### src/rtl/key_fifo_writer.sv
`default_nettype none
// ============================================================================
// Module      : key_fifo_writer
// Description : Debounces an active-low push-button and, on each press,
//               writes a burst of up to BURST_LEN incrementing bytes into a
//               FIFO, stopping early (no retry) if the FIFO reports full.
// Revision    : 1.0 - initial release
// ============================================================================
module key_fifo_writer #(
  parameter int DEBOUNCE_CYC = 20,
  parameter int BURST_LEN    = 16
) (
  input  logic       clk,
  input  logic       rst_n,
  input  logic       key,
  input  logic       wrfull,
  input  logic       wrempty,
  output logic [7:0] data,
  output logic       wrreq,
  output logic       led_wr
);

  localparam int            STAB_W     = $clog2(DEBOUNCE_CYC + 1);
  localparam logic [STAB_W-1:0] STAB_LAST = STAB_W'(DEBOUNCE_CYC - 1);
  localparam logic [7:0]    BURST_LAST = 8'(BURST_LEN - 1);

  typedef enum logic [1:0] {
    S_IDLE = 2'd0,
    S_FILL = 2'd1,
    S_HOLD = 2'd2
  } state_t;

  logic              key_meta_q;
  logic              key_sync_q;
  logic [STAB_W-1:0] stab_cnt_q;
  logic [STAB_W-1:0] stab_cnt_d;
  logic              key_db_q;
  logic              key_db_dly_q;
  logic              press;
  state_t            state_q;
  logic              led_q;
  logic [7:0]        data_q;
  logic [7:0]        data_d;
  logic [7:0]        burst_cnt_q;
  logic              unused_wrempty;

  // The FIFO empty flag plays no part in control.
  assign unused_wrempty = wrempty;

  // Two-flop synchronizer for the asynchronous button input.
  always_ff @(posedge clk or negedge rst_n) begin
    if (!rst_n) begin
      key_meta_q <= 1'b1;
      key_sync_q <= 1'b1;
    end else begin
      key_meta_q <= key;
      key_sync_q <= key_meta_q;
    end
  end

  assign stab_cnt_d = stab_cnt_q + STAB_W'(1);

  // Debounce: accept a new level only after DEBOUNCE_CYC consecutive differing samples.
  always_ff @(posedge clk or negedge rst_n) begin
    if (!rst_n) begin
      stab_cnt_q   <= '0;
      key_db_q     <= 1'b1;
      key_db_dly_q <= 1'b1;
    end else begin
      key_db_dly_q <= key_db_q;
      if (key_sync_q != key_db_q) begin
        if (stab_cnt_q == STAB_LAST) begin
          key_db_q   <= key_sync_q;
          stab_cnt_q <= '0;
        end else begin
          stab_cnt_q <= stab_cnt_d;
        end
      end else begin
        stab_cnt_q <= '0;
      end
    end
  end

  // One-cycle press strobe on the falling edge of the debounced level.
  assign press = key_db_dly_q & ~key_db_q;

  // Writes are gated combinationally by wrfull so a full FIFO is never written.
  assign wrreq  = (state_q == S_FILL) & ~wrfull;
  assign data_d = data_q + 8'd1;

  // Burst FSM together with the write-data and burst-length counters.
  always_ff @(posedge clk or negedge rst_n) begin
    if (!rst_n) begin
      state_q     <= S_IDLE;
      led_q       <= 1'b0;
      data_q      <= 8'd1;
      burst_cnt_q <= 8'd0;
    end else begin
      if (wrreq) begin
        data_q      <= data_d;
        burst_cnt_q <= burst_cnt_q + 8'd1;
      end
      case (state_q)
        S_IDLE: begin
          if (press) begin
            state_q     <= S_FILL;
            led_q       <= 1'b1;
            burst_cnt_q <= 8'd0;
          end
        end
        S_FILL: begin
          // Full truncates the burst; otherwise leave after the last write.
          if (wrfull || (burst_cnt_q == BURST_LAST)) begin
            state_q <= S_HOLD;
            led_q   <= 1'b0;
          end
        end
        S_HOLD: begin
          // Wait for release so a held key cannot start another burst.
          if (key_db_q) begin
            state_q <= S_IDLE;
          end
        end
        default: begin
          state_q <= S_IDLE;
          led_q   <= 1'b0;
        end
      endcase
    end
  end

  assign data   = data_q;
  assign led_wr = led_q;

endmodule
`default_nettype wire

### config.mk
export PLATFORM = sky130hd
export DESIGN_NAME = key_fifo_writer
export DESIGN_NICKNAME = d
export VERILOG_FILES = /design/src/rtl/key_fifo_writer.sv
export SDC_FILE = /design/constraint.sdc
export NUM_CORES = 1
export LEC_CHECK = 0
export BUFFER_PORTS_ARGS = -buffer_cell sky130_fd_sc_hd__buf_2
export CAP_MARGIN = 20
export CORE_MARGIN = 2
export CORE_UTILIZATION = 55
export DETAILED_ROUTE_END_ITERATION = 8
export HOLD_SLACK_MARGIN = 0.15
export PLACE_DENSITY = 0.76
export SLEW_MARGIN = 20
export SYNTH_ARGS = -nofsm -noshare
export SYNTH_HDL_FRONTEND = slang
export SYNTH_SLANG_ARGS = --single-unit
### constraint.sdc
create_clock -name clk -period 1.75 [get_ports clk]
set_input_delay 0.175 -clock clk [delete_from_list [all_inputs] [get_ports clk]]
set_output_delay 0.175 -clock clk [all_outputs]
set_load 0.01 [all_outputs]
==> results of run 1 <==
[metrics by stage]
stage / total power, uW / worst slack (ns) / hold WS [ns] / utilization [%]
floorplan: 733 / 0.152 / -0.121 / -
global placement: 759 / 0.116 / 0.212 / 62.2
detailed placement: 765 / 0.0851 / 0.218 / 62.2
CTS: 1190 / 0.00129 / 0.176 / 66.3
global route: 1230 / 0.0263 / 0.195 / 65.9
finish: 1170 / 0.0979 / 0.181 / 65.9
[cell usage after synthesis, types with 3 or more instances]
master   instances  area share, %
a21oi_1          7            2.9
dfrtp_1         23             47
dfstp_2          5             11
ha_1             3            3.1
inv_1            3           0.92
nand2_1         11            3.4
nand3_1          6            2.4
nand4_1          4            2.0
nor2_1           8            2.4
nor3_1           3            1.2
o21ai_0          5            2.0
o31ai_1          4            2.4
or3_1            3            1.5
or4_1            4            2.4
xnor2_1          6            4.3
xor2_1           6            4.3
[layout make-up]
type	count	share of cell area (%)
flip-flops and latches	28	49.4
clock buffers	3	1.57
well taps	28	2.45
repair buffers	19	8.05
multi-input cells	79	35.0
inverters	4	1.40
clock inverters	1	2.10
[registers in the layout (all words and copies together), names as in the netlist]
register / flops
data: 8
state_q: 2
burst_cnt_q: 8
key_db_q: 1
key_meta_q: 1
key_sync_q: 1
led_wr: 1
key_db_dly_q: 1
stab_cnt_q: 5
[final timing paths]
path,start,to,slack [ns]
max,state_q[1]$_DFFE_PN0P_,burst_cnt_q[5]$_DFF_PN0_,0.1
min,wrfull,state_q[1]$_DFFE_PN0P_,0.18
max reg2reg,state_q[1]$_DFFE_PN0P_,burst_cnt_q[5]$_DFF_PN0_,0.1
min reg2reg,key_meta_q$_DFF_PN1_,key_sync_q$_DFF_PN1_,0.37
max in group asynchronous,rst_n,data[1]$_DFFE_PN0P_,0.99
min in group asynchronous,rst_n,led_wr$_DFFE_PN0P_,0.37
[routing by layer]
metal  wire (microns)  track usage, %  vias to the layer above
met3               88            4.09                        2
met1              956            23.7                      423
met5                0               0                        -
li1                 -               -                      441
met4               13            7.02                        0
met2             1010            31.2                       17
[critical path, stage by stage, from the launching register on]
cell and delay [ns]:
dfrtp_1 0.40, or3b_4 0.49, or4_1 0.53, a21oi_1 0.16
[repair_timing]
action,in CTS,in global routing
resized for setup,3,0
setup endpoints to repair,1,1
setup buffers,1,0
hold buffers,2,0
cloned,0,0
endpoints found under the hold margin,24,0
[kinds of logic (layout without fill, tap and decap cells)]
family	count (synthesis)	in the layout	share of synthesized area [%]
AND/OR/NAND/NOR	44	44	18.7
XOR/XNOR	12	12	8.55
buffers and inverters	6	27	1.93
AO/OA/AOI/OAI	19	19	9.27
adder cells (fa/ha/maj)	3	3	3.06
flip-flops	28	28	57.5
multiplexers	1	1	0.916
[power by group]
part	internal, uW	leakage, uW	switching (uW)
sequential	672	0.000365	17.1
clock	232	0.0000279	183
combinational	31.5	0.000285	36.8
total	935	0.000679	237
[cell usage in the layout, fill, tap and decap left out, types with 5 or more instances in the layout]
cell,n
o21ai_0,5
a21oi_1,7
nand2_1,11
buf_2,13
xnor2_1,6
xor2_1,6
dfrtp_1,23
dfstp_2,5
nand3_1,6
nor2_1,8
==> summary.txt, run 1 <==
STA
  – Final hold vios: 0
  – Max Clk Rate: 605 MHz
  – Slew @ Worst Pin: 0.594 ns
  – Clock period minus worst slack: 1.65 ns
  – Setup violations, final: 0
  – Period utilization: 94.4%
  – RSZ-0062 raised after global routing: false
  – Setup TNS: 0 ns
  – Slew headroom: 60.4%
  – Layout Skew: 0.00631 ns
  – Slew Viols, Final: 0

Yosys
  – Post-Syn Area per Cell: 10.9 sq um
  – Synthesized flop and latch total: 28
  – Post-synth EDFFs: 0
  – Synth Net Count: 121
  – Primary FF master, synth: dfrtp_1
  – Synth cell types: 28
  – Register area share after synthesis: 57.5%
  – Asr flop ratio synth: 100%
  – Synth warn: 0
  – Post-Syn Instances: 113
  – Mapped Area: 0.00123 sq mm

Critical path
  – Worst setup SP type: flop
  – Crit Path Max Fanout: 13
  – Crit end category: flop
  – Setup Crit Path Kind: reg2reg
  – Critical Path AT: 1.91 ns
  – Required time of the critical path: 2.01 ns
  – Reg2reg path depth: 3

Final layout
  – Number of diodes: 0
  – Layout area overhead: 16.4%
  – Final Cell Area: 0.00143 sq mm
  – FILL cells: 174
  – Footprint of the multi-input gates: 500 sq um
  – Layout net count: 143
  – Post-route insts no fill: 162
  – Share of cells above drive strength 1: 22.4%
  – FF/Latch Area: 707 sq um

GRT
  – First-pass GRT wire length: 3.62 mm
  – Grt ovf: 0
  – Vias in the first global route: 865
  – Largest net degree at the start of global routing: 29
  – Antenna violations before repair: 0
  – Global Route Usage Sum: 18.7%

Clock network
  – CTS Buf Count: 3
  – Max H-tree Level: 1
  – Clk pin slew, worst setup/hold paths: 0.15 ns
  – Clock root buffer: clkbuf_4
  – CTS Buffer Depth: 2
  – Clk sinks: 28
  – Clock latency on the worst-skew pair: 0.32 ns
  – CTS tree: built

Drt
  – Post-route ant nets: 0
  – Routed vias/inst: 5.45
  – WL per Instance: 12.8 microns
  – Pre-Repair DR Iteration Count: 4
  – DRT iter0 DRCs: 10
  – Routed Wire Length: 2.07 mm
  – Drt drc: 0
  – Via count: 883

Outcome
  – Status: complete, no violations

Floorplanning
  – Die Ht: 51.3 microns
  – Die area: 0.00263 sq mm
  – Row count: 17
  – Starting Density: 56.6%
  – Core area: 0.00217 sq mm
  – IO Count: 15
  – Die Width: 51.3 microns

Placement
  – Placed Area: 0.00135 sq mm
  – IO Port Bufs: 13
  – Final Wtd Congestion: 0.816
  – Detailed Place HPWL: 1.52 mm
  – Placed Cells: 156

Min path
  – Hold Path Depth: 3
  – Hold Path Class: in2reg

Job
  – Max-cap violations: 0

Pwr
  – Peak supply drop: 0.000679 V
  – LEAKAGE: 0.000679 uW
  – Power per cell area: 820 mW/mm^2
No activity file was read; power rests on OpenSTA's default activity.
==> inputs of run 2 (changes only) <==
CORE_ASPECT_RATIO = 0.6   (was not set)
==> run 2 against run 1 <==
  * Sequential power about the same
  * Global-route usage decreased by 0.36 points
  * Sequential share of layout area decreased by 0.56 points
  * Clock power decreased by 5%
  * Utilization increased by 1.4 points
  * Fmax decreased by 1.6%
  * Final cell count increased by 2.5%
  * Critical endpoint is now wrreq
==> summary.txt, run 2 (synthesized netlist as in run 1, its figures left out) <==
Outcome
  – Status: complete, no violations

Placement
  – Placed Cells: 160 (+2.6%)
  – Final Wtd Congestion: 0.754 (-7.6%)
  – IO Port Bufs: 13 (unchanged)
  – Detailed Place HPWL: 1.59 mm (+4.5%)
  – Pre-CTS setup slack: 0.121 ns (+0.0359 ns)

Clock network
  – Clk pin slew, worst setup/hold paths: 0.09 ns (-0.06 ns)
  – Setup Fix Bufs, Post-CTS: 0 (-1)
  – CTS tree: built
  – Clock latency on the worst-skew pair: 0.27 ns (-0.05 ns)
  – CTS Buffer Depth: 2 (unchanged)
  – Max H-tree Level: 1 (unchanged)
  – Clk sinks: 28 (unchanged)
  – Clock root buffer: clkbuf_8
  – CTS Buf Count: 3 (unchanged)

Floorplanning
  – Die area: 0.00264 sq mm (+0.47%)
  – Core area: 0.00215 sq mm (-1.0%)
  – Row count: 13 (-4)
  – Die Ht: 40.6 microns (-21%)
  – Die Width: 65.0 microns (+27%)
  – IO Count: 15 (unchanged)
  – Starting Density: 57.2% (+0.59 points)

GRT
  – Grt ovf: 0 (unchanged)
  – Vias in the first global route: 723 (-16%)
  – Antenna violations before repair: 0 (unchanged)
  – Largest net degree at the start of global routing: 29 (unchanged)
  – Global Route Usage Sum: 18.3% (-0.36 points)
  – First-pass GRT wire length: 3.46 mm (-4.2%)

Critical path
  – Reg2Reg Setup Slack: 0.21 ns (+0.11 ns)
  – Worst setup SP type: flop
  – Required time of the critical path: 1.57 ns (-0.44 ns)
  – Critical Path AT: 1.50 ns (-0.41 ns)
  – Setup Crit Path Kind: reg2out
  – Crit end category: output pin
  – Crit Path Max Fanout: 8 (-5)

STA
  – Hold slack: 0.260 ns (+0.0793 ns)
  – Layout Skew: 0.00475 ns (-0.00157 ns)
  – Period utilization: 95.9% (+1.5 points)
  – Slew @ Worst Pin: 0.626 ns (+0.0322 ns)
  – Setup ws final: 0.0714 ns (-0.0264 ns)
  – Setup TNS: 0 ns (unchanged)
  – Max Clk Rate: 596 MHz (-1.6%)
  – Setup violations, final: 0 (unchanged)
  – Slew Viols, Final: 0 (unchanged)
  – Clock period minus worst slack: 1.68 ns (+0.0264 ns)
  – RSZ-0062 raised after global routing: false
  – Final hold vios: 0 (unchanged)
  – Slew headroom: 57.9% (-2.5 points)

Drt
  – Routed vias/inst: 5.43 (-0.31%)
  – WL per Instance: 12.8 microns (+0.42%)
  – Pre-Repair DR Iteration Count: 4 (unchanged)
  – Routed Wire Length: 2.13 mm (+2.9%)
  – Drt drc: 0 (unchanged)
  – Post-route ant nets: 0 (unchanged)
  – DRT iter0 DRCs: 62 (+52)
  – Via count: 902 (+2.2%)

Pwr
  – Total Power: 1150 uW (-1.7%)
  – LEAKAGE: 0.000689 uW (+1.5%)
  – Peak supply drop: 0.000438 V (-35%)
  – Power per cell area: 797 mW/mm^2 (-2.8%)

Final layout
  – Post-route insts no fill: 166 (+2.5%)
  – Commonest non-fill, non-tap cell in the layout: dfrtp_1
  – Number of diodes: 0 (unchanged)
  – Most frequent cells in the layout: 23 x dfrtp_1, 13 x buf_2, 11 x nand2_1, 8 x nor2_1, 7 x a21oi_1
  – Share of cells above drive strength 1: 23.5% (+1.1 points)
  – Layout area overhead: 17.7%
  – Layout net count: 145 (+1.4%)

Min path
  – Hold Path Class: in2reg

Job
  – Max-cap violations: 0 (unchanged)
run 2: cell type report:
type	instances	area, sq um
fillers	171	701
flip-flops and latches	28	707
repair buffers	21	130
inverters	4	16.3
well taps	30	37.5
clock buffers	4	55.1
multi-input cells	79	500
run 2: timing repair:
| action | 4_1_cts | 5_1_grt |
|---|---|---|
| resized for setup | 2 | 0 |
| endpoints found under the hold margin | 24 | 0 |
| endpoints found under the setup margin | 1 | 1 |
| hold buffers | 2 | 0 |
| pin swaps | 0 | 1 |
run 2: report_power, final:
part,internal (uW),switching [uW]
clock,201,194
combinational,31.0,37.3
sequential,672,16.7
total,904,248
run 2: worst paths after layout:
check | start | to | depth (start not counted)
worst max-delay path | state_q[1]$_DFFE_PN0P_ | wrreq | 4
worst min-delay path | wrfull | state_q[1]$_DFFE_PN0P_ | 3
worst max register to register | state_q[1]$_DFFE_PN0P_ | burst_cnt_q[3]$_DFF_PN0_ | 4
worst min register to register | key_meta_q$_DFF_PN1_ | key_sync_q$_DFF_PN1_ | 0
max in group asynchronous | rst_n | led_wr$_DFFE_PN0P_ | 2
min in group asynchronous | rst_n | burst_cnt_q[2]$_DFF_PN0_ | 2
run 2: worst max-delay path, stage by stage, from the launching register on:
cell	delay [ns]
dfrtp_1	0.38
or3b_4	0.42
buf_4	0.17
clkinv_2	0.10
buf_2	0.15
run 2: routing by layer:
metal / vias to the layer above / GRT usage, % / part of all wire (%)
li1: 447 / - / -
met1: 434 / 27.7 / 54
met2: 18 / 26.0 / 41
met3: 3 / 5.77 / 4.1
met4: 0 / 3.13 / 0.38
met5: - / 0 / 0
run 2: stage by stage:
step,area (sq um),utilization (%)
floorplan,1230,-
global placement,1370,63.7
detailed placement,1370,63.7
CTS,1450,67.4
global route,1450,67.4
finish,1450,67.4
==> inputs of run 3 (changes only) <==
CELL_PAD_IN_SITES_DETAIL_PLACEMENT = 0   (was not set)
CELL_PAD_IN_SITES_GLOBAL_PLACEMENT = 2   (was not set)
CORE_UTILIZATION = 36   (was 55)
PLACE_DENSITY = not set   (was 0.76)
PLACE_DENSITY_LB_ADDON = 0.1   (was not set)
==> run 3 against run 2 <==
  * Non-clock buffer count down 2
  * Final area increased by 0.52%
  * Register-to-register slack got worse by 0.12 ns
  * Sequential cell count unchanged
  * Via count is 2.7% lower
  * First-iteration DRC count is 45% lower
  * Power is 0.58% higher
  * Clock-buffer cell count stayed put
  * Critical path type is now reg2reg
  * Die area up 48%
  * Sequential share of layout area shrank 0.25 points
  * Hold slack worse by 0.021 ns
==> summary.txt, run 3 (synthesized netlist as in run 1, its figures left out) <==
Pwr
  – Peak supply drop: 0.000390 V (-11%)
  – LEAKAGE: 0.000680 uW (-1.2%)
  – Power per cell area: 797 mW/mm^2 (about the same)

STA
  – Period utilization: 94.9% (-0.99 points)
  – Slew @ Worst Pin: 0.625 ns (-0.000785 ns)
  – Final hold vios: 0 (unchanged)
  – Hold slack: 0.239 ns (-0.0207 ns)
  – Setup violations, final: 0 (unchanged)
  – Layout Skew: 0.00272 ns (-0.00202 ns)
  – RSZ-0062 raised after global routing: false
  – Clock period minus worst slack: 1.66 ns (-0.0173 ns)
  – Setup TNS: 0 ns (unchanged)
  – Max Clk Rate: 602 MHz (+1.0%)
  – Slew Viols, Final: 0 (unchanged)
  – Slew headroom: 58.3% (+0.41 points)

GRT
  – Vias in the first global route: 877 (+21%)
  – Antenna violations before repair: 0 (unchanged)
  – Global Route Usage Sum: 13.7% (-4.6 points)
  – First-pass GRT wire length: 4.20 mm (+21%)
  – Grt ovf: 0 (unchanged)
  – Largest net degree at the start of global routing: 29 (unchanged)

Placement
  – IO Port Bufs: 13 (unchanged)
  – Placed Area: 0.00138 sq mm (+0.82%)
  – Detailed Place HPWL: 1.52 mm (-4.0%)
  – Final Wtd Congestion: 0.715 (-5.2%)

Critical path
  – Crit Path Max Fanout: 19 (+11)
  – Reg2reg path depth: 3 (-1)
  – Required time of the critical path: 1.95 ns (+0.38 ns)
  – Origin of the critical flop-to-flop path: state_q[1]$_DFFE_PN0P_
  – Crit path from: state_q[1]$_DFFE_PN0P_
  – Setup Crit Path Kind: reg2reg
  – Reg2reg end: burst_cnt_q[7]$_DFF_PN0_
  – Crit end category: flop
  – Critical Path AT: 1.86 ns (+0.36 ns)
  – Setup crit end: burst_cnt_q[7]$_DFF_PN0_
  – Reg2Reg Setup Slack: 0.09 ns (-0.12 ns)
  – Worst setup SP type: flop

Final layout
  – Commonest non-fill, non-tap cell in the layout: dfrtp_1
  – Layout area overhead: 18.3%
  – Layout net count: 143 (-1.4%)
  – Final Cell Area: 0.00145 sq mm (+0.52%)
  – Number of diodes: 0 (unchanged)
  – Share of cells above drive strength 1: 22.4% (-1.1 points)
  – Most frequent cells in the layout: 23 x dfrtp_1, 13 x buf_2, 11 x nand2_1, 8 x nor2_1, 7 x a21oi_1

Drt
  – Via count: 878 (-2.7%)
  – WL per Instance: 12.2 microns (-4.7%)
  – Post-route ant nets: 0 (unchanged)
  – Routed Wire Length: 2.19 mm (+2.8%)
  – Pre-Repair DR Iteration Count: 4 (unchanged)
  – DRT iter0 DRCs: 34 (-45%)
  – Routed vias/inst: 4.91 (-9.7%)
  – Drt drc: 0 (unchanged)

Clock network
  – Clock root buffer: clkbuf_8
  – CTS Buffer Depth: 2 (unchanged)
  – Clk sinks: 28 (unchanged)
  – Max H-tree Level: 1 (unchanged)
  – CTS tree: built
  – Clock latency on the worst-skew pair: 0.27 ns (about the same)
  – CTS Buf Count: 3 (unchanged)
  – Clk pin slew, worst setup/hold paths: 0.09 ns (about the same)

Floorplanning
  – Starting Density: 37.7% (-20 points)
  – Die Ht: 49.3 microns (+21%)
  – Core area: 0.00326 sq mm (+52%)
  – Die Width: 79.4 microns (+22%)
  – Row count: 16 (+3)
  – Die area: 0.00391 sq mm (+48%)
  – IO Count: 15 (unchanged)

Min path
  – Hold Path Class: in2reg
  – Hold Path Depth: 3 (unchanged)

Job
  – Max-cap violations: 0 (unchanged)

Outcome
  – Status: complete, no violations
## run 3: timing repair
| item | CTS | global route |
|---|---|---|
| pin swaps | 0 | 0 |
| buffers inserted | 0 | 0 |
| endpoints found under the setup margin | 1 | 1 |
| hold buffers | 2 | 0 |
| hold endpoints to repair | 24 | 0 |
| gates resized for setup | 3 | 0 |
## run 3: worst min path at each step
stage | to | slack [ns] | start
after global placement | data[1]$_DFFE_PN0P_ | 0.23 | rst_n
after global routing | state_q[1]$_DFFE_PN0P_ | 0.26 | wrfull
after detailed placement | data[2]$_DFFE_PN0P_ | 0.23 | rst_n
final | state_q[1]$_DFFE_PN0P_ | 0.24 | wrfull
after CTS | state_q[1]$_DFFE_PN0P_ | 0.24 | wrfull
after floorplan | burst_cnt_q[0]$_DFF_PN0_ | -0.12 | rst_n
## run 3: routing by layer
metal	wire (microns)	share of wire, %	up-vias	global-route usage, %
li1	-	-	440	-
met1	1200	55	423	20.9
met2	873	40	13	18.9
met3	99	4.5	2	4.26
met4	13	0.59	0	2.59
met5	0	0	-	0
## run 3: area by class of cell
class | count | area [sq um]
Clock buffer | 4 | 55.1
Tap cell | 45 | 56.3
Inverter | 4 | 20.0
Sequential cell | 28 | 707
Timing Repair Buffer | 19 | 115
Fill cell | 308 | 1810
Multi-Input combinational cell | 79 | 500
## run 3: report_power, final
group / total (uW) / internal, uW / switching [uW] / leakage, uW
clock: 401 / 201 / 200 / 0.0000288
combinational: 69.7 / 32.4 / 37.3 / 0.000286
sequential: 688 / 672 / 16.8 / 0.000365
## run 3: worst max-delay path, stage by stage, from the launching register on
cell	delay, ns
dfrtp_1	0.40
or3b_4	0.51
or4_1	0.53
a21oi_1	0.15
## run 3: per-stage QoR
step	cells	util, %	total power, uW	setup slack (ns)
2_1_floorplan	113	-	733	0.152
3_3_place_gp	174	42.3	767	0.0882
3_5_place_dp	174	42.3	769	0.0653
4_1_cts	180	44.8	1180	0.0181
5_1_grt	179	44.6	1220	0.0287
6_report	179	44.6	1160	0.0888
